--- config.mk ---
export PLATFORM = sky130hd
export DESIGN_NAME = regbank_ctrl_flat
export DESIGN_NICKNAME = d
export VERILOG_FILES = /design/src/rtl/regbank_pkg.sv /design/src/rtl/regbank_if.sv /design/src/rtl/regbank_reg.sv /design/src/rtl/regbank_ctrl.sv /design/src/flat_wrapper.sv
export SDC_FILE = /design/constraint.sdc
export NUM_CORES = 1
export LEC_CHECK = 0
export ABC_CLOCK_PERIOD_IN_PS = 4000
export BUFFER_PORTS_ARGS = -buffer_cell sky130_fd_sc_hd__buf_4
export CAP_MARGIN = 20
export CORE_AREA = 2 2 373 375
export DETAILED_ROUTE_END_ITERATION = 12
export DIE_AREA = 0 0 375 377
export PLACE_DENSITY = 0.4
export SLEW_MARGIN = 0
export SYNTH_ARGS = -nofsm -noshare
export SYNTH_HDL_FRONTEND = slang
export SYNTH_SLANG_ARGS = --single-unit
--- constraint.sdc ---
create_clock -name clk -period 4 [get_ports clk]
set_input_delay 0.4 -clock clk [delete_from_list [all_inputs] [get_ports clk]]
set_output_delay 0.4 -clock clk [all_outputs]
set_load 0.01 [all_outputs]
--- src/rtl/regbank_pkg.sv ---
// Shared types and helpers for the register bank: FSM states, per-bit
// access kinds and the byte-strobe expansion used on writes.
package regbank_pkg;

   // Widest data bus the strobe helper can expand; callers truncate the result.
   localparam int MAX_DATA_WIDTH = 1024;
   localparam int MAX_STRB_WIDTH = MAX_DATA_WIDTH / 8;

   typedef enum logic {
      IDLE = 1'b0,
      RESP = 1'b1
   } state_t;

   typedef enum logic [1:0] {
      RW  = 2'd0,
      RO  = 2'd1,
      W1C = 2'd2
   } access_t;

   // Classify one storage bit from its RW and W1C mask bits.
   function automatic access_t accessKind(input logic rwBit, input logic w1cBit);
      access_t kind;
      if (w1cBit)
         kind = W1C;
      else if (rwBit)
         kind = RW;
      else
         kind = RO;
      return kind;
   endfunction

   // Expand one enable bit per byte into a per-bit mask.
   function automatic logic [MAX_DATA_WIDTH-1:0] byte_mask(input logic [MAX_STRB_WIDTH-1:0] wstrb);
      logic [MAX_DATA_WIDTH-1:0] mask;
      for (int b = 0; b < MAX_STRB_WIDTH; b++)
         mask[b*8 +: 8] = {8{wstrb[b]}};
      return mask;
   endfunction

endpackage

--- src/rtl/regbank_if.sv ---
// Request/response bus between the bus adaptor (master) and the register bank (slave).
interface regbank_if #(
   parameter int DATA_WIDTH = 32,
   parameter int ADDR_WIDTH = 4
);
   logic                    req_valid;
   logic                    req_ready;
   logic                    req_write;
   logic [ADDR_WIDTH-1:0]   req_addr;
   logic [DATA_WIDTH-1:0]   req_wdata;
   logic [DATA_WIDTH/8-1:0] req_wstrb;
   logic                    rsp_valid;
   logic                    rsp_ready;
   logic [DATA_WIDTH-1:0]   rsp_rdata;
   logic                    rsp_err;

   modport master (
      output req_valid, req_write, req_addr, req_wdata, req_wstrb, rsp_ready,
      input  req_ready, rsp_valid, rsp_rdata, rsp_err
   );

   modport slave (
      input  req_valid, req_write, req_addr, req_wdata, req_wstrb, rsp_ready,
      output req_ready, rsp_valid, rsp_rdata, rsp_err
   );
endinterface

--- src/rtl/regbank_reg.sv ---
// One register of the bank: per-bit RW / W1C / RO behaviour, byte-masked bus
// writes, hardware set pulses for W1C bits and an optional reset.
module regbank_reg
   import regbank_pkg::*;
#(
   parameter int                    DATA_WIDTH  = 32,
   parameter logic [DATA_WIDTH-1:0] RESET_VALUE = '0,
   parameter bit                    RESET_EN    = 1'b1,
   parameter logic [DATA_WIDTH-1:0] RW_MASK     = '1,
   parameter logic [DATA_WIDTH-1:0] W1C_MASK    = '0
) (
   input  logic                  clk,
   input  logic                  reset,
   input  logic                  wrEn,
   input  logic [DATA_WIDTH-1:0] wdata,
   input  logic [DATA_WIDTH-1:0] wmask,
   input  logic [DATA_WIDTH-1:0] hwSet,
   output logic [DATA_WIDTH-1:0] q
);

   localparam logic [DATA_WIDTH-1:0] STORE_MASK = RW_MASK | W1C_MASK;

   logic [DATA_WIDTH-1:0] storage;
   logic [DATA_WIDTH-1:0] nextVal;

   // Per-bit next value; a hardware set on a W1C bit overrides a same-cycle bus clear.
   always_comb begin
      nextVal = storage;
      for (int b = 0; b < DATA_WIDTH; b++) begin
         case (accessKind(RW_MASK[b], W1C_MASK[b]))
            RW: begin
               if (wrEn && wmask[b])
                  nextVal[b] = wdata[b];
            end
            W1C: begin
               if (wrEn && wmask[b] && wdata[b])
                  nextVal[b] = 1'b0;
               if (hwSet[b])
                  nextVal[b] = 1'b1;
            end
            default: nextVal[b] = 1'b0;
         endcase
      end
   end

   // Storage update; registers without a reset simply hold while reset is high.
   always_ff @(posedge clk) begin
      if (reset) begin
         if (RESET_EN)
            storage <= RESET_VALUE & STORE_MASK;
      end else begin
         storage <= nextVal;
      end
   end

   assign q = storage & STORE_MASK;

endmodule

--- src/rtl/regbank_ctrl.sv ---
// Control/status register bank behind a single-outstanding request/response
// bus. Holds the two-state handshake FSM, the read mux and the interrupt.
module regbank_ctrl
   import regbank_pkg::*;
#(
   parameter int                             DATA_WIDTH  = 32,
   parameter int                             ADDR_WIDTH  = 4,
   parameter int                             NUM_REGS    = 9,
   parameter logic [NUM_REGS*DATA_WIDTH-1:0] RESET_VALUE = '0,
   parameter logic [NUM_REGS-1:0]            RESET_EN    = '1,
   parameter logic [NUM_REGS*DATA_WIDTH-1:0] RW_MASK     = '1,
   parameter logic [NUM_REGS*DATA_WIDTH-1:0] W1C_MASK    = '0
) (
   input  logic                           clk,
   input  logic                           reset,
   regbank_if.slave                       bus,
   input  logic [NUM_REGS*DATA_WIDTH-1:0] hw_ro_in,
   input  logic [NUM_REGS*DATA_WIDTH-1:0] hw_set,
   output logic [NUM_REGS*DATA_WIDTH-1:0] regs_q,
   output logic                           irq
);

   localparam logic [ADDR_WIDTH:0] NUM_REGS_LIMIT = (ADDR_WIDTH+1)'(NUM_REGS);

   // Parameter sanity: a bit cannot be both RW and W1C, and every register needs an address.
   if ((RW_MASK & W1C_MASK) != '0) begin : gMaskOverlap
      $error("regbank_ctrl: RW_MASK and W1C_MASK overlap");
   end
   if (NUM_REGS > (2 ** ADDR_WIDTH)) begin : gAddrRange
      $error("regbank_ctrl: NUM_REGS does not fit in ADDR_WIDTH");
   end

   state_t                state;
   logic                  reqReady;
   logic                  rspValid;
   logic                  rspErr;
   logic                  irqQ;
   logic [DATA_WIDTH-1:0] rspRdata;
   logic [DATA_WIDTH-1:0] wMask;
   logic [DATA_WIDTH-1:0] readData;
   logic                  accept;
   logic                  inRange;
   logic [DATA_WIDTH-1:0] regQ    [NUM_REGS];
   logic [DATA_WIDTH-1:0] readVal [NUM_REGS];

   assign inRange = {1'b0, bus.req_addr} < NUM_REGS_LIMIT;
   assign accept  = (state == IDLE) && bus.req_valid;
   assign wMask   = DATA_WIDTH'(byte_mask(MAX_STRB_WIDTH'(bus.req_wstrb)));

   for (genvar i = 0; i < NUM_REGS; i++) begin : gReg
      regbank_reg #(
         .DATA_WIDTH (DATA_WIDTH),
         .RESET_VALUE(RESET_VALUE[i*DATA_WIDTH +: DATA_WIDTH]),
         .RESET_EN   (RESET_EN[i]),
         .RW_MASK    (RW_MASK[i*DATA_WIDTH +: DATA_WIDTH]),
         .W1C_MASK   (W1C_MASK[i*DATA_WIDTH +: DATA_WIDTH])
      ) uReg (
         .clk  (clk),
         .reset(reset),
         .wrEn (accept && bus.req_write && (bus.req_addr == ADDR_WIDTH'(i))),
         .wdata(bus.req_wdata),
         .wmask(wMask),
         .hwSet(hw_set[i*DATA_WIDTH +: DATA_WIDTH]),
         .q    (regQ[i])
      );

      assign regs_q[i*DATA_WIDTH +: DATA_WIDTH] = regQ[i];
      assign readVal[i] = regQ[i] | (hw_ro_in[i*DATA_WIDTH +: DATA_WIDTH] &
                          ~(RW_MASK[i*DATA_WIDTH +: DATA_WIDTH] | W1C_MASK[i*DATA_WIDTH +: DATA_WIDTH]));
   end

   // Read mux: out-of-range addresses fall through to zero.
   always_comb begin
      readData = '0;
      for (int i = 0; i < NUM_REGS; i++) begin
         if (bus.req_addr == ADDR_WIDTH'(i))
            readData = readVal[i];
      end
   end

   // Handshake FSM with registered bus outputs, plus the registered interrupt.
   always_ff @(posedge clk) begin
      if (reset) begin
         state    <= IDLE;
         reqReady <= 1'b1;
         rspValid <= 1'b0;
         rspRdata <= '0;
         rspErr   <= 1'b0;
         irqQ     <= 1'b0;
      end else begin
         irqQ <= |(regs_q & W1C_MASK);
         case (state)
            IDLE: begin
               if (bus.req_valid) begin
                  state    <= RESP;
                  reqReady <= 1'b0;
                  rspValid <= 1'b1;
                  rspRdata <= bus.req_write ? '0 : readData;
                  rspErr   <= !inRange;
               end
            end
            RESP: begin
               if (bus.rsp_ready) begin
                  state    <= IDLE;
                  reqReady <= 1'b1;
                  rspValid <= 1'b0;
                  rspRdata <= '0;
                  rspErr   <= 1'b0;
               end
            end
            default: begin
               state    <= IDLE;
               reqReady <= 1'b1;
               rspValid <= 1'b0;
            end
         endcase
      end
   end

   assign bus.req_ready = reqReady;
   assign bus.rsp_valid = rspValid;
   assign bus.rsp_rdata = rspRdata;
   assign bus.rsp_err   = rspErr;
   assign irq           = irqQ;

endmodule

--- src/flat_wrapper.sv ---
// flat-port wrapper written by rule: the top's interface ports become plain ports
module regbank_ctrl_flat import regbank_pkg::*;
#(
   parameter int                             DATA_WIDTH  = 32,
   parameter int                             ADDR_WIDTH  = 4,
   parameter int                             NUM_REGS    = 9,
   parameter logic [NUM_REGS*DATA_WIDTH-1:0] RESET_VALUE = '0,
   parameter logic [NUM_REGS-1:0]            RESET_EN    = '1,
   parameter logic [NUM_REGS*DATA_WIDTH-1:0] RW_MASK     = '1,
   parameter logic [NUM_REGS*DATA_WIDTH-1:0] W1C_MASK    = '0
)
  (clk, reset, hw_ro_in, hw_set, regs_q, irq, bus_req_valid, bus_req_write, bus_req_addr, bus_req_wdata, bus_req_wstrb, bus_rsp_ready, bus_req_ready, bus_rsp_valid, bus_rsp_rdata, bus_rsp_err);
  regbank_if #(.DATA_WIDTH(DATA_WIDTH), .ADDR_WIDTH(ADDR_WIDTH)) bus_i ();
  input  logic clk;
  input  logic reset;
  input  logic [NUM_REGS*DATA_WIDTH-1:0] hw_ro_in;
  input  logic [NUM_REGS*DATA_WIDTH-1:0] hw_set;
  output logic [NUM_REGS*DATA_WIDTH-1:0] regs_q;
  output logic irq;
  input wire logic [$bits(bus_i.req_valid)-1:0] bus_req_valid;
  input wire logic [$bits(bus_i.req_write)-1:0] bus_req_write;
  input wire logic [$bits(bus_i.req_addr)-1:0] bus_req_addr;
  input wire logic [$bits(bus_i.req_wdata)-1:0] bus_req_wdata;
  input wire logic [$bits(bus_i.req_wstrb)-1:0] bus_req_wstrb;
  input wire logic [$bits(bus_i.rsp_ready)-1:0] bus_rsp_ready;
  output wire logic [$bits(bus_i.req_ready)-1:0] bus_req_ready;
  output wire logic [$bits(bus_i.rsp_valid)-1:0] bus_rsp_valid;
  output wire logic [$bits(bus_i.rsp_rdata)-1:0] bus_rsp_rdata;
  output wire logic [$bits(bus_i.rsp_err)-1:0] bus_rsp_err;
  assign bus_i.req_valid = bus_req_valid;
  assign bus_i.req_write = bus_req_write;
  assign bus_i.req_addr = bus_req_addr;
  assign bus_i.req_wdata = bus_req_wdata;
  assign bus_i.req_wstrb = bus_req_wstrb;
  assign bus_i.rsp_ready = bus_rsp_ready;
  assign bus_req_ready = bus_i.req_ready;
  assign bus_rsp_valid = bus_i.rsp_valid;
  assign bus_rsp_rdata = bus_i.rsp_rdata;
  assign bus_rsp_err = bus_i.rsp_err;
  regbank_ctrl #(.DATA_WIDTH(DATA_WIDTH), .ADDR_WIDTH(ADDR_WIDTH), .NUM_REGS(NUM_REGS), .RESET_VALUE(RESET_VALUE), .RESET_EN(RESET_EN), .RW_MASK(RW_MASK), .W1C_MASK(W1C_MASK)) u_core (.clk(clk), .reset(reset), .bus(bus_i), .hw_ro_in(hw_ro_in), .hw_set(hw_set), .regs_q(regs_q), .irq(irq));
endmodule
After elaboration in Yosys (flattened, before gate mapping)
Cells that the tools add are included. W data, S select, Z words.

Reduce and logical (&&, ||, !) cells: 50. Bitwise operators: 1. Muxes and demuxes: 24. Equal/unequal tests: 10. Order comparisons: 1.

Operators with widths (count): $mux W32 (12); $pmux W32 S2 (1); $logic_and A1 B1 Y1 (47); $eq A4 B3 Y1 const B (4); $eq A4 B2 Y1 const B (2); $pmux W1 S2 (4); $mux W1 (7); $eq A4 B1 Y1 const B (1); $eq A4 B4 Y1 const B (1); $logic_not A4 Y1 (1); $lt A4 B4 Y1 const B (1); $ne A2 B2 Y1 const B (2); $reduce_and A2 Y1 (1); $logic_not A1 Y1 (1); $not A1 Y1 (1).

Logic and storage cells: 127. Output and inout bits: 324. Register bits: 324. Bits of input ports: 621.

Longest topological paths before layout
Gate-level depths: netlist of run 1.

Depth in word-level cells: 13. Mapped depth: 8. Mapped depth without buffers: 5.

Hierarchy
From an unflattened synthesis of run 1, not the netlist that was laid out.

Cell total of the unflattened synthesis: 1736. Area, all modules: 17185.2 um^2.

Modules (own cells, without submodules): regbank_reg (area each 1468.9 um^2, times used 9, sequential area each 640.6 um^2, cells an instance 138); regbank_ctrl (area each 3965.1 um^2, times used 1, sequential area each 720.7 um^2, cells an instance 494).

Least setup slack after synthesis of run 1
Ideal clock, no wire load.

Kind: input -> register. Start: input bus_req_addr[1]. End: register u_core.gReg[0].uReg.storage[5]. Path slack: 2205 ps. Setup time: 132 ps. Buffers on the path: 3. Arrival: 1663 ps. Stages: 6. Data required time: 3868 ps. Cell sequence: buf_4 or4_1 buf_2 clkbuf_1 o21ai_0 a21oi_1.

Word-level cells in the longest chain between the ends: 3.

RTL lines: start: declaration (RTL line flat_wrapper.sv:22) `input wire logic [$bits(bus_i.req_addr)-1:0] bus_req_addr;`; $logic_not A4 Y1 (RTL line regbank_ctrl.sv:60) `.wrEn (accept && bus.req_write && (bus.req_addr == ADDR_WIDTH'(i))),`; $logic_and A1 B1 Y1 (RTL line regbank_ctrl.sv:60); $logic_and A1 B1 Y1 (RTL line regbank_reg.sv:32) `if (wrEn && wmask[b])`; end signal: assignment (RTL line regbank_reg.sv:50) `storage <= RESET_VALUE & STORE_MASK;`; end signal: assignment (RTL line regbank_reg.sv:52) `storage <= nextVal;`; end: declaration (RTL line regbank_reg.sv:23) `logic [DATA_WIDTH-1:0] storage;`.

Every way passes these cells. A chain may end at the register's enable or synchronous reset.

Worst setup path in the final report of run 1
Start: register u_core.state. End: register u_core.gReg[4].uReg.storage[16].

Word-level cells in the longest chain between the ends: 5.

RTL lines: start: declaration (RTL line regbank_ctrl.sv:33) `state_t state;`; start signal: assignment (RTL line regbank_ctrl.sv:84) `state <= IDLE;`; start signal: assignment (RTL line regbank_ctrl.sv:95) `state <= RESP;`; start signal: assignment (RTL line regbank_ctrl.sv:104) `state <= IDLE;`; $not A1 Y1 (RTL line regbank_ctrl.sv:47) `assign accept = (state == IDLE) && bus.req_valid;`; $logic_and A1 B1 Y1 (RTL line regbank_ctrl.sv:47); $logic_and A1 B1 Y1 (2 in series) (RTL line regbank_ctrl.sv:60); $logic_and A1 B1 Y1; end signal: assignment (RTL line regbank_reg.sv:50); end signal: assignment (RTL line regbank_reg.sv:52); end: declaration (RTL line regbank_reg.sv:23).

Every way passes these cells.

==> key figures, run 1 <==
STA
  – Setup Skew: 0.02046 ns
  – Worst-Margin Slew: 1.063 ns
  – Final Hold Viols: 0
  – Hold_ws: 0.1213 ns
  – Setup TNS Final: 0 ns
  – Tmin final: 2.380 ns
  – Final Max Slew Viols: 0
  – Max_slew headroom: 29.12%
  – Tcrit/Tclk final: 59.51%
  – Final setup viols: 0
  – RSZ-0062 raised after global routing: false
  – FMAX: 420.1 MHz

Job
  – Max-cap viol count: 0

Synthesis
  – Synth Net Count: 2471
  – Seq/Total Area, Yosys: 45.26%
  – Compound-Gate Fraction of Synth Area: 23.14%
  – Yosys warns: 0
  – Cell Area, Synth: 14330 sq um
  – Largest family of logic cells by synthesized area: compound AO/OA/AOI/OAI gates
  – Syn Area/Cell: 7.746 sq um
  – Multiplexer share of the synthesized area: 5.955%
  – Cells after Synth: 1850
  – Simple-Gate Fraction of Synth Area: 20.21%
  – #FFs+latches synth: 324
  – Xor/xnor share of the synthesized area: 0%
  – Count of different cell masters after synthesis: 46
  – Adder-cell share of the synthesized area: 0%

Floorplan
  – Die Y: 377 um
  – Core Area: 137000 sq um
  – Die area: 141400 sq um
  – Die span in x: 375 um
  – I/O pins: 945
  – Initial Util: 10.46%
  – Std cell rows: 136

Detailed routing
  – Drt total wl: 95490 um
  – DRC violations left: 0
  – Wirelength per Cell: 24.00 um
  – Routed via count: 15159
  – Drt via density: 3.811
  – Final antenna-violating net count: 0
  – DR pass1 iterations: 5
  – Iteration-0 DRC Markers: 1118

Final layout
  – Most frequent cells in the layout: 425 x buf_4, 386 x nand2_1, 375 x a21oi_1
  – Commonest non-fill, non-tap cell in the layout: buf_4
  – Finished Layout Cells: 3978
  – Final-stage net count: 2770
  – Share of cells above drive strength 1: 24.56%
  – Post-route cell area: 20580 sq um
  – Syn-to-layout area delta: 43.59%
  – Fin util: 15.02%

Clock network
  – Count of hold-fix buffers inserted at cts: 1
  – Maximum buffer depth of the clock tree: 3
  – CTS root buf: clkbuf_16
  – Worst-skew pair later-pin latency: 0.60 ns
  – Worst-path clk slew: 0.06 ns
  – CTS resizes: 0
  – Sink Count: 324
  – CTS tree: done
  – Cts bufs inserted: 43
  – Post-CTS setup buffer count: 0
  – H-Tree Depth: 2

GRT
  – Grt total ovfl: 0
  – First-pass GRT wire length: 129600 um
  – GRT Total Usage: 13.03%
  – Pin count of the biggest net entering global routing: 154
  – Vias in the first global route: 14654
  – Initial antenna violation count: 9

Min path
  – Hold WC Path Type: primary input to flip-flop

Pwr
  – Maximum VDD drop: 0.0002415 V
  – Leak: 0.007228 uW
  – Power per Cell Area: 382.2 nW/um^2

Placed design
  – HPWL after DPL: 73510 um
  – Post-placement cell area: 19140 sq um
  – DP Cell Count: 3897
  – # port buffers: 367
  – Routability-driven placement congestion ratio: 0.8483

Setup path
  – Endpoint class of the critical path: flip-flop
  – Crit-path max FO: 26
  – CP Data Required Time: 4.43 ns
  – Crit path kind: flip-flop to flip-flop
  – Reg2Reg Setup Slack: 1.62 ns
  – Crit path DAT: 2.81 ns
  – Startpoint Class: flip-flop

Status
  – Status: complete, no violations
cell usage after synthesis, drive strengths merged:
cell type,instances,area (sq um)
nand3b,2,15.01
a22o,16,140.1
o211ai,1,7.510
o31a,1,8.760
a21oi,376,1882
and3b,1,8.760
or4,1,7.510
o21ai,132,660.6
nor3,7,73.82
dfxtp,324,6486
mux2,2,22.52
o22ai,18,112.6
nor2,34,165.2
o221ai,27,236.5
mux2i,83,830.8
or3,2,12.51
nor4b,1,15.01
nand2b,4,25.02
o2111ai,2,17.52
nor4,1,6.260
nand2,399,1528
a211oi,1,7.510
or2,1,6.260
clkinv,1,3.750
clkbuf,105,394.1
conb,1,3.750
nor2b,2,12.51
o21bai,4,30.03
nand3,193,970.9
and2,4,25.02
or3b,2,17.52
nor3b,1,7.510
o21a,26,195.2
buf,72,372.9
inv,1,3.750
a32oi,2,17.52
registers in the layout, summed over array words and instances (netlist names):
name                  flops
u_core.bus.rsp_valid      1
u_core.gReg.uReg.q      288
u_core.bus.req_ready      1
u_core.bus.rsp_rdata     32
u_core.state              1
u_core.bus.rsp_err        1
worst max-delay path, cell delays in order (launching register included):
cell and delay (ns):
dfxtp_1 0.38, and3b_1 0.23, buf_4 0.24, and2_2 0.55, nand2_1 0.50, nand2_1 0.19
a21oi_1 0.08
path summary, 6_finish.rpt:
| kind | cells past startpoint | endpoint | startpoint |
|---|---|---|---|
| worst max-delay path | 6 | u_core.gReg[4].uReg.q[16] | u_core.state |
| worst min-delay path | 3 | u_core.state | bus_req_valid |
| worst max register to register | 6 | u_core.gReg[4].uReg.q[16] | u_core.state |
| worst min register to register | 2 | u_core.bus.rsp_rdata[31] | u_core.bus.rsp_rdata[31] |
layer usage:
metal,GRT usage (%),share of wire [%],vias to the layer above
met5,0,0.093,-
met2,21.56,47,526
met4,4.321,3.2,12
met3,4.494,9.1,112
li1,-,-,7097
met1,15.69,41,7412
cell type report:
cell class | instances | area (sq um)
Sequential cell | 324 | 6486
Timing Repair Buffer | 431 | 3287
Clock inverter | 13 | 168.9
Clock buffer | 65 | 1249
Antenna cell | 2 | 5.005
Fill cell | 15622 | 116400
Multi-Input combinational cell | 1347 | 7128
Inverter | 2 | 7.507
Tap cell | 1794 | 2245
power breakdown:
group	internal [uW]	total [uW]	switching [uW]
clock network	2300	3990	1680
registers	3240	3260	15.5
logic	156	618	463
cell families after synthesis:
group | count (synthesis)
DFF | 324
other | 1
and+or+nand+nor | 655
buffers and inverters | 179
AOI/OAI and AO/OA | 606
muxes | 85
stage by stage:
step | setup WS, ns | power [uW]
global placement | 1.050 | 3957
detailed placement | 1.040 | 3955
CTS | 1.591 | 7994
finish | 1.620 | 7864
global route | 1.445 | 8126
floorplan | 2.205 | 3642
No activity file was read; power rests on OpenSTA's default activity.
==> inputs of run 2 (changes only) <==
--- a/config.mk
+++ b/config.mk
@@ -5,13 +5,13 @@
 export SDC_FILE = /design/constraint.sdc
 export NUM_CORES = 1
 export LEC_CHECK = 0
-export ABC_CLOCK_PERIOD_IN_PS = 4000
+export ABC_CLOCK_PERIOD_IN_PS = 2000
 export BUFFER_PORTS_ARGS = -buffer_cell sky130_fd_sc_hd__buf_4
 export CAP_MARGIN = 20
-export CORE_AREA = 2 2 373 375
+export CORE_AREA = 2 2 365 367
 export DETAILED_ROUTE_END_ITERATION = 12
-export DIE_AREA = 0 0 375 377
-export PLACE_DENSITY = 0.4
+export DIE_AREA = 0 0 367 369
+export PLACE_DENSITY = 0.41
 export SLEW_MARGIN = 0
 export SYNTH_ARGS = -nofsm -noshare
 export SYNTH_HDL_FRONTEND = slang
==> constraint.sdc (replaced) <==
create_clock -name clk -period 2 [get_ports clk]
set_input_delay 0.2 -clock clk [delete_from_list [all_inputs] [get_ports clk]]
set_output_delay 0.2 -clock clk [all_outputs]
set_load 0.01 [all_outputs]
==> key figures, run 2 (synthesis results as in run 1) <==
Setup path
  – Crit path kind: flip-flop to flip-flop
  – Crit path DAT: 2.32 ns
  – Endpoint class of the critical path: flip-flop
  – CP peak stage delay: 0.43 ns
  – CP Data Required Time: 2.43 ns
  – Slowest-stage cell, CP: and2_2
  – Worst-path cell chain: and3b_1 -> buf_12 -> and2_2 -> nand2_2 -> nand2_1 -> a21oi_1
  – Startpoint Class: flip-flop
  – Crit-path max FO: 14

STA
  – Final Hold Viols: 0
  – RSZ-0062 raised after global routing: false
  – Setup Skew: 0.04705 ns
  – Worst-Margin Slew: 1.096 ns
  – FMAX: 529.6 MHz
  – Max_slew headroom: 26.86%
  – Tmin final: 1.888 ns
  – Final setup viols: 0
  – Tcrit/Tclk final: 94.42%
  – Final Max Slew Viols: 0

GRT
  – Vias in the first global route: 15188
  – Grt total ovfl: 0
  – Initial antenna violation count: 14
  – Pin count of the biggest net entering global routing: 127
  – GRT Total Usage: 13.37%
  – First-pass GRT wire length: 127800 um

Pwr
  – Leak: 0.007856 uW
  – Power per Cell Area: 706.5 nW/um^2
  – Overall power: 15370 uW
  – Maximum VDD drop: 0.0005359 V

Floorplan
  – Core Area: 131100 sq um
  – I/O pins: 945
  – Std cell rows: 133
  – Die Y: 369 um
  – Initial Util: 10.93%
  – Die span in x: 367 um
  – Die area: 135400 sq um

Detailed routing
  – Wirelength per Cell: 23.21 um
  – DRC violations left: 0
  – Routed via count: 15682
  – Final antenna-violating net count: 0
  – DR pass1 iterations: 5
  – Drt total wl: 94070 um
  – Drt via density: 3.869
  – Iteration-0 DRC Markers: 1231

Final layout
  – Share of cells above drive strength 1: 26.77%
  – Fin util: 16.59%
  – Fillers: 15080
  – Post-route cell area: 21760 sq um
  – Finished Layout Cells: 4053
  – Syn-to-layout area delta: 51.86%
  – Largest register FFs: 288
  – Commonest non-fill, non-tap cell in the layout: buf_4
  – Final-stage net count: 2888
  – Most frequent cells in the layout: 481 x buf_4, 383 x nand2_1, 375 x a21oi_1

Clock network
  – Sink Count: 324
  – Worst-skew pair later-pin latency: 0.60 ns
  – CTS tree: done
  – H-Tree Depth: 2
  – CTS root buf: clkbuf_16
  – Cts bufs inserted: 41
  – Worst-path clk slew: 0.06 ns
  – Maximum buffer depth of the clock tree: 3

Placed design
  – HPWL after DPL: 74160 um
  – Post-placement cell area: 20100 sq um
  – Routability-driven placement congestion ratio: 0.8441
  – # port buffers: 367
  – DP Cell Count: 3943

Status
  – Status: complete, no violations

Job
  – Max-cap viol count: 0

Min path
  – Hold WC Path Type: primary input to flip-flop
-- run 2: where the power goes --
part / internal (uW) / leakage [uW] / switching, uW / total [uW]
registers: 6490 / 0.00261 / 28.9 / 6520
logic: 477 / 0.00462 / 955 / 1430
clock network: 4170 / 0.000627 / 3260 / 7430
-- run 2: layout make-up --
cell class,count,area [sq um],share of cell area (%)
repair buffers,551,4638,21.31
inverters,2,7.507,0.03450
flip-flops and latches,324,6486,29.81
diodes,1,2.502,0.01150
multi-input cells,1347,7136,32.79
clock inverters,10,136.4,0.6267
well taps,1755,2196,10.09
clock buffers,63,1159,5.324
-- run 2: stage by stage --
| step | worst slack [ns] | TNS [ns] | hold WS (ns) |
|---|---|---|---|
| after floorplan | 0.4046 | 0 | 0.2990 |
| after global placement | -0.1192 | -1.486 | 0.4315 |
| after detailed placement | -0.1366 | -1.666 | 0.4367 |
| after CTS | 0.01488 | 0 | 0.03610 |
| after global routing | 0.02186 | 0 | 0.06988 |
| final | 0.1117 | 0 | 0.07400 |
-- run 2: critical path: cells and delay by family (launching register included) --
family	cells	cell delay [ns]
AOI/OAI and AO/OA	1	0.07
and+or+nand+nor	4	1.15
DFF	1	0.31
buffers and inverters	1	0.17
-- run 2: worst paths after layout --
check | startpoint | to | slack (ns) | cells after the start
worst max-delay path | u_core.state | u_core.gReg[2].uReg.q[28] | 0.11 | 6
worst min-delay path | bus_req_wstrb[3] | u_core.gReg[7].uReg.q[25] | 0.07 | 5
worst max register to register | u_core.state | u_core.gReg[2].uReg.q[28] | 0.11 | 6
worst min register to register | u_core.bus.rsp_rdata[31] | u_core.bus.rsp_rdata[31] | 0.45 | 2
-- run 2: timing repair --
action / 4_1_cts / 5_1_grt
gates resized for setup: 0 / 3
hold buffers: 36 / 0
endpoints found under the setup margin: 0 / 11
endpoints found under the hold margin: 288 / 0
setup buffers: 0 / 0
-- run 2: metal layers --
layer	GRT usage [%]	share of wire [%]	vias up
met4	5.643	4.4	10
met1	14.70	37	7588
li1	-	-	7319
met5	0	0.060	-
met3	6.409	12	147
met2	21.93	46	618
==> inputs of run 3 (changes only) <==
--- a/config.mk
+++ b/config.mk
@@ -5,13 +5,14 @@
 export SDC_FILE = /design/constraint.sdc
 export NUM_CORES = 1
 export LEC_CHECK = 0
+export ABC_AREA = 1
 export ABC_CLOCK_PERIOD_IN_PS = 2000
 export BUFFER_PORTS_ARGS = -buffer_cell sky130_fd_sc_hd__buf_4
 export CAP_MARGIN = 20
-export CORE_AREA = 2 2 365 367
+export CORE_AREA = 2 2 369 371
 export DETAILED_ROUTE_END_ITERATION = 12
-export DIE_AREA = 0 0 367 369
-export PLACE_DENSITY = 0.41
+export DIE_AREA = 0 0 371 373
+export PLACE_DENSITY = 0.4
 export SLEW_MARGIN = 0
 export SYNTH_ARGS = -nofsm -noshare
 export SYNTH_HDL_FRONTEND = slang
==> key figures, run 3 <==
Status
  – Status: complete, no violations

STA
  – Setup Skew: 0.02831 ns
  – Hold_ws: 0.04150 ns
  – Max_slew headroom: 43.11%
  – Worst-Margin Slew: 0.8534 ns
  – Final Max Slew Viols: 0
  – Tcrit/Tclk final: 92.56%
  – Final Hold Viols: 0
  – RSZ-0062 raised after global routing: false
  – Final setup viols: 0
  – FMAX: 540.2 MHz
  – Setup ws final: 0.1489 ns
  – Tmin final: 1.851 ns

Clock network
  – Sink Count: 324
  – H-Tree Depth: 2
  – Worst-skew pair later-pin latency: 0.61 ns
  – Cts bufs inserted: 42
  – Maximum buffer depth of the clock tree: 3
  – CTS root buf: clkbuf_16
  – CTS tree: done
  – Worst-path clk slew: 0.06 ns
  – Post-CTS setup buffer count: 0

Synthesis
  – Count leader, synth: o21ai_0
  – #FFs+latches synth: 324
  – Top_reg_cell synth: dfxtp_1
  – Post-synth top area cell: dfxtp_1
  – Async set-or-reset flop fraction in the synthesized netlist: 0%
  – Seq/Total Area, Yosys: 46.95%
  – Syn Area/Cell: 7.060 sq um
  – Top post-synthesis cells by count: 350 x o21ai_0, 325 x a21oi_1, 324 x dfxtp_1
  – Cells after Synth: 1957
  – Top cell type's share of synthesized area: 46.95%
  – Count of different cell masters after synthesis: 21
  – Number of flops mapped to enable cells by yosys: 0
  – Yosys warns: 0
  – Largest cells by area after synthesis: dfxtp_1 47%, o21ai_0 13%, a21oi_1 12%
  – Cell Area, Synth: 13820 sq um
  – Synth Net Count: 2578

GRT
  – Vias in the first global route: 14442
  – Grt total ovfl: 0
  – Grt met2 use: 21.08%
  – Initial antenna violation count: 11
  – M1 GR Usage: 14.10%
  – Global route hottest layer: met2
  – Pin count of the biggest net entering global routing: 83
  – GRT Total Usage: 12.24%
  – First-pass GRT wire length: 119300 um
  – Met3 GRT Util: 4.834%

Final layout
  – Largest register FFs: 288
  – Share of cells above drive strength 1: 23.85%
  – Commonest non-fill, non-tap cell in the layout: buf_4
  – Finished Layout Cells: 4249
  – Syn-to-layout area delta: 55.42%
  – Most frequent cells in the layout: 490 x buf_4, 349 x o21ai_0, 325 x a21oi_1
  – Final-stage net count: 3051

Setup path
  – CP Data Required Time: 2.51 ns
  – Slowest-stage cell, CP: dlygate4sd3_1
  – Crit-path max FO: 12
  – Crit path kind: flip-flop to flip-flop
  – Startpoint Class: flip-flop
  – Cell mode on critical path: nor2_4
  – CP Depth: 7
  – Crit path DAT: 2.36 ns
  – CP delay by family, top: buffers and inverters
  – CP peak stage delay: 0.56 ns
  – Worst-path cell chain: nor2_4 -> nand2_2 -> nor2_4 -> buf_4 -> nand3_1 -> dlygate4sd3_1 -> a21oi_1
  – Buf+Inv Stages, Crit Path: 2
  – Endpoint class of the critical path: flip-flop
  – Reg2Reg Depth: 7

Floorplan
  – Die area: 138400 sq um
  – I/O pins: 945
  – Initial Util: 10.26%
  – Die span in x: 371 um
  – Std cell rows: 135
  – Core Area: 134600 sq um
  – Die Y: 373 um

Placed design
  – DP Cell Count: 4125
  – Routability-driven placement congestion ratio: 0.8254
  – # port buffers: 367
  – HPWL after DPL: 69690 um
  – Setup WS pre-CTS: -0.5242 ns

Detailed routing
  – Iteration-0 DRC Markers: 872
  – Final antenna-violating net count: 0
  – DR pass1 iterations: 5
  – Drt via density: 3.503
  – Drt total wl: 86430 um
  – Routed via count: 14885
  – Wirelength per Cell: 20.34 um
  – DRC violations left: 0

Min path
  – Hold WC Path Type: primary input to flip-flop
  – Hold Path Cell Cnt: 3

Pwr
  – Leak: 0.008199 uW
  – Maximum VDD drop: 0.0006211 V
  – Power per Cell Area: 733.6 nW/um^2
  – Overall power: 15750 uW

Job
  – Max-cap viol count: 0
-- run 3: stage by stage --
stage	util, %	setup TNS, ns	cell area, sq um
6_report	15.95	0	21470
5_1_grt	15.94	0	21460
4_1_cts	15.93	0	21450
3_5_place_dp	14.56	-21.71	19600
3_3_place_gp	14.56	-20.77	19600
2_1_floorplan	-	0	13820
-- run 3: cell type report --
type / instances / area (sq um)
inverter: 323 / 1217
fill: 15418 / 113200
sequential: 324 / 6486
antenna: 7 / 17.52
clock inverter: 10 / 193.9
timing repair buffer: 549 / 4439
clock buffer: 65 / 1237
multi-input combinational: 1190 / 5653
tap: 1781 / 2228
-- run 3: power by group --
group	total, uW	switching (uW)	internal [uW]	leakage (uW)
registers	6540	38.9	6500	0.00261
logic	1200	794	402	0.00489
clock network	8010	3220	4800	0.000699
-- run 3: what timing repair did --
item,CTS,global route
hold endpoints to repair,117,0
resized for setup,0,3
hold buffers,42,0
setup endpoints to repair,0,15
-- run 3: cell families after synthesis --
group | after synthesis | share of synthesized area (%)
compound gates | 676 | 24.51
buf+inv | 443 | 12.43
flops | 324 | 46.95
other cells | 1 | 0.02714
simple gates | 513 | 16.09
-- run 3: worst reg2reg max path, cell delays in order, from the launching register on --
cell and delay, ns:
dfxtp_1 0.34, nor2_4 0.12, nand2_2 0.13, nor2_4 0.18, buf_4 0.22, nand3_1 0.08
dlygate4sd3_1 0.56, a21oi_1 0.14
-- run 3: path summary, 6_finish.rpt --
path,startpoint,endpoint,slack [ns]
worst min register to register,u_core.bus.req_ready,u_core.bus.req_ready,0.45
worst max-delay path,u_core.state,u_core.gReg[3].uReg.q[9],0.15
worst max register to register,u_core.state,u_core.gReg[3].uReg.q[9],0.15
worst min-delay path,bus_req_wstrb[2],u_core.gReg[3].uReg.q[17],0.04
-- run 3: metal layers --
metal,vias to the layer above,part of all wire [%]
li1,7322,-
met1,7043,40
met2,434,49
met3,80,8.9
met4,6,2.1
met5,-,0.039
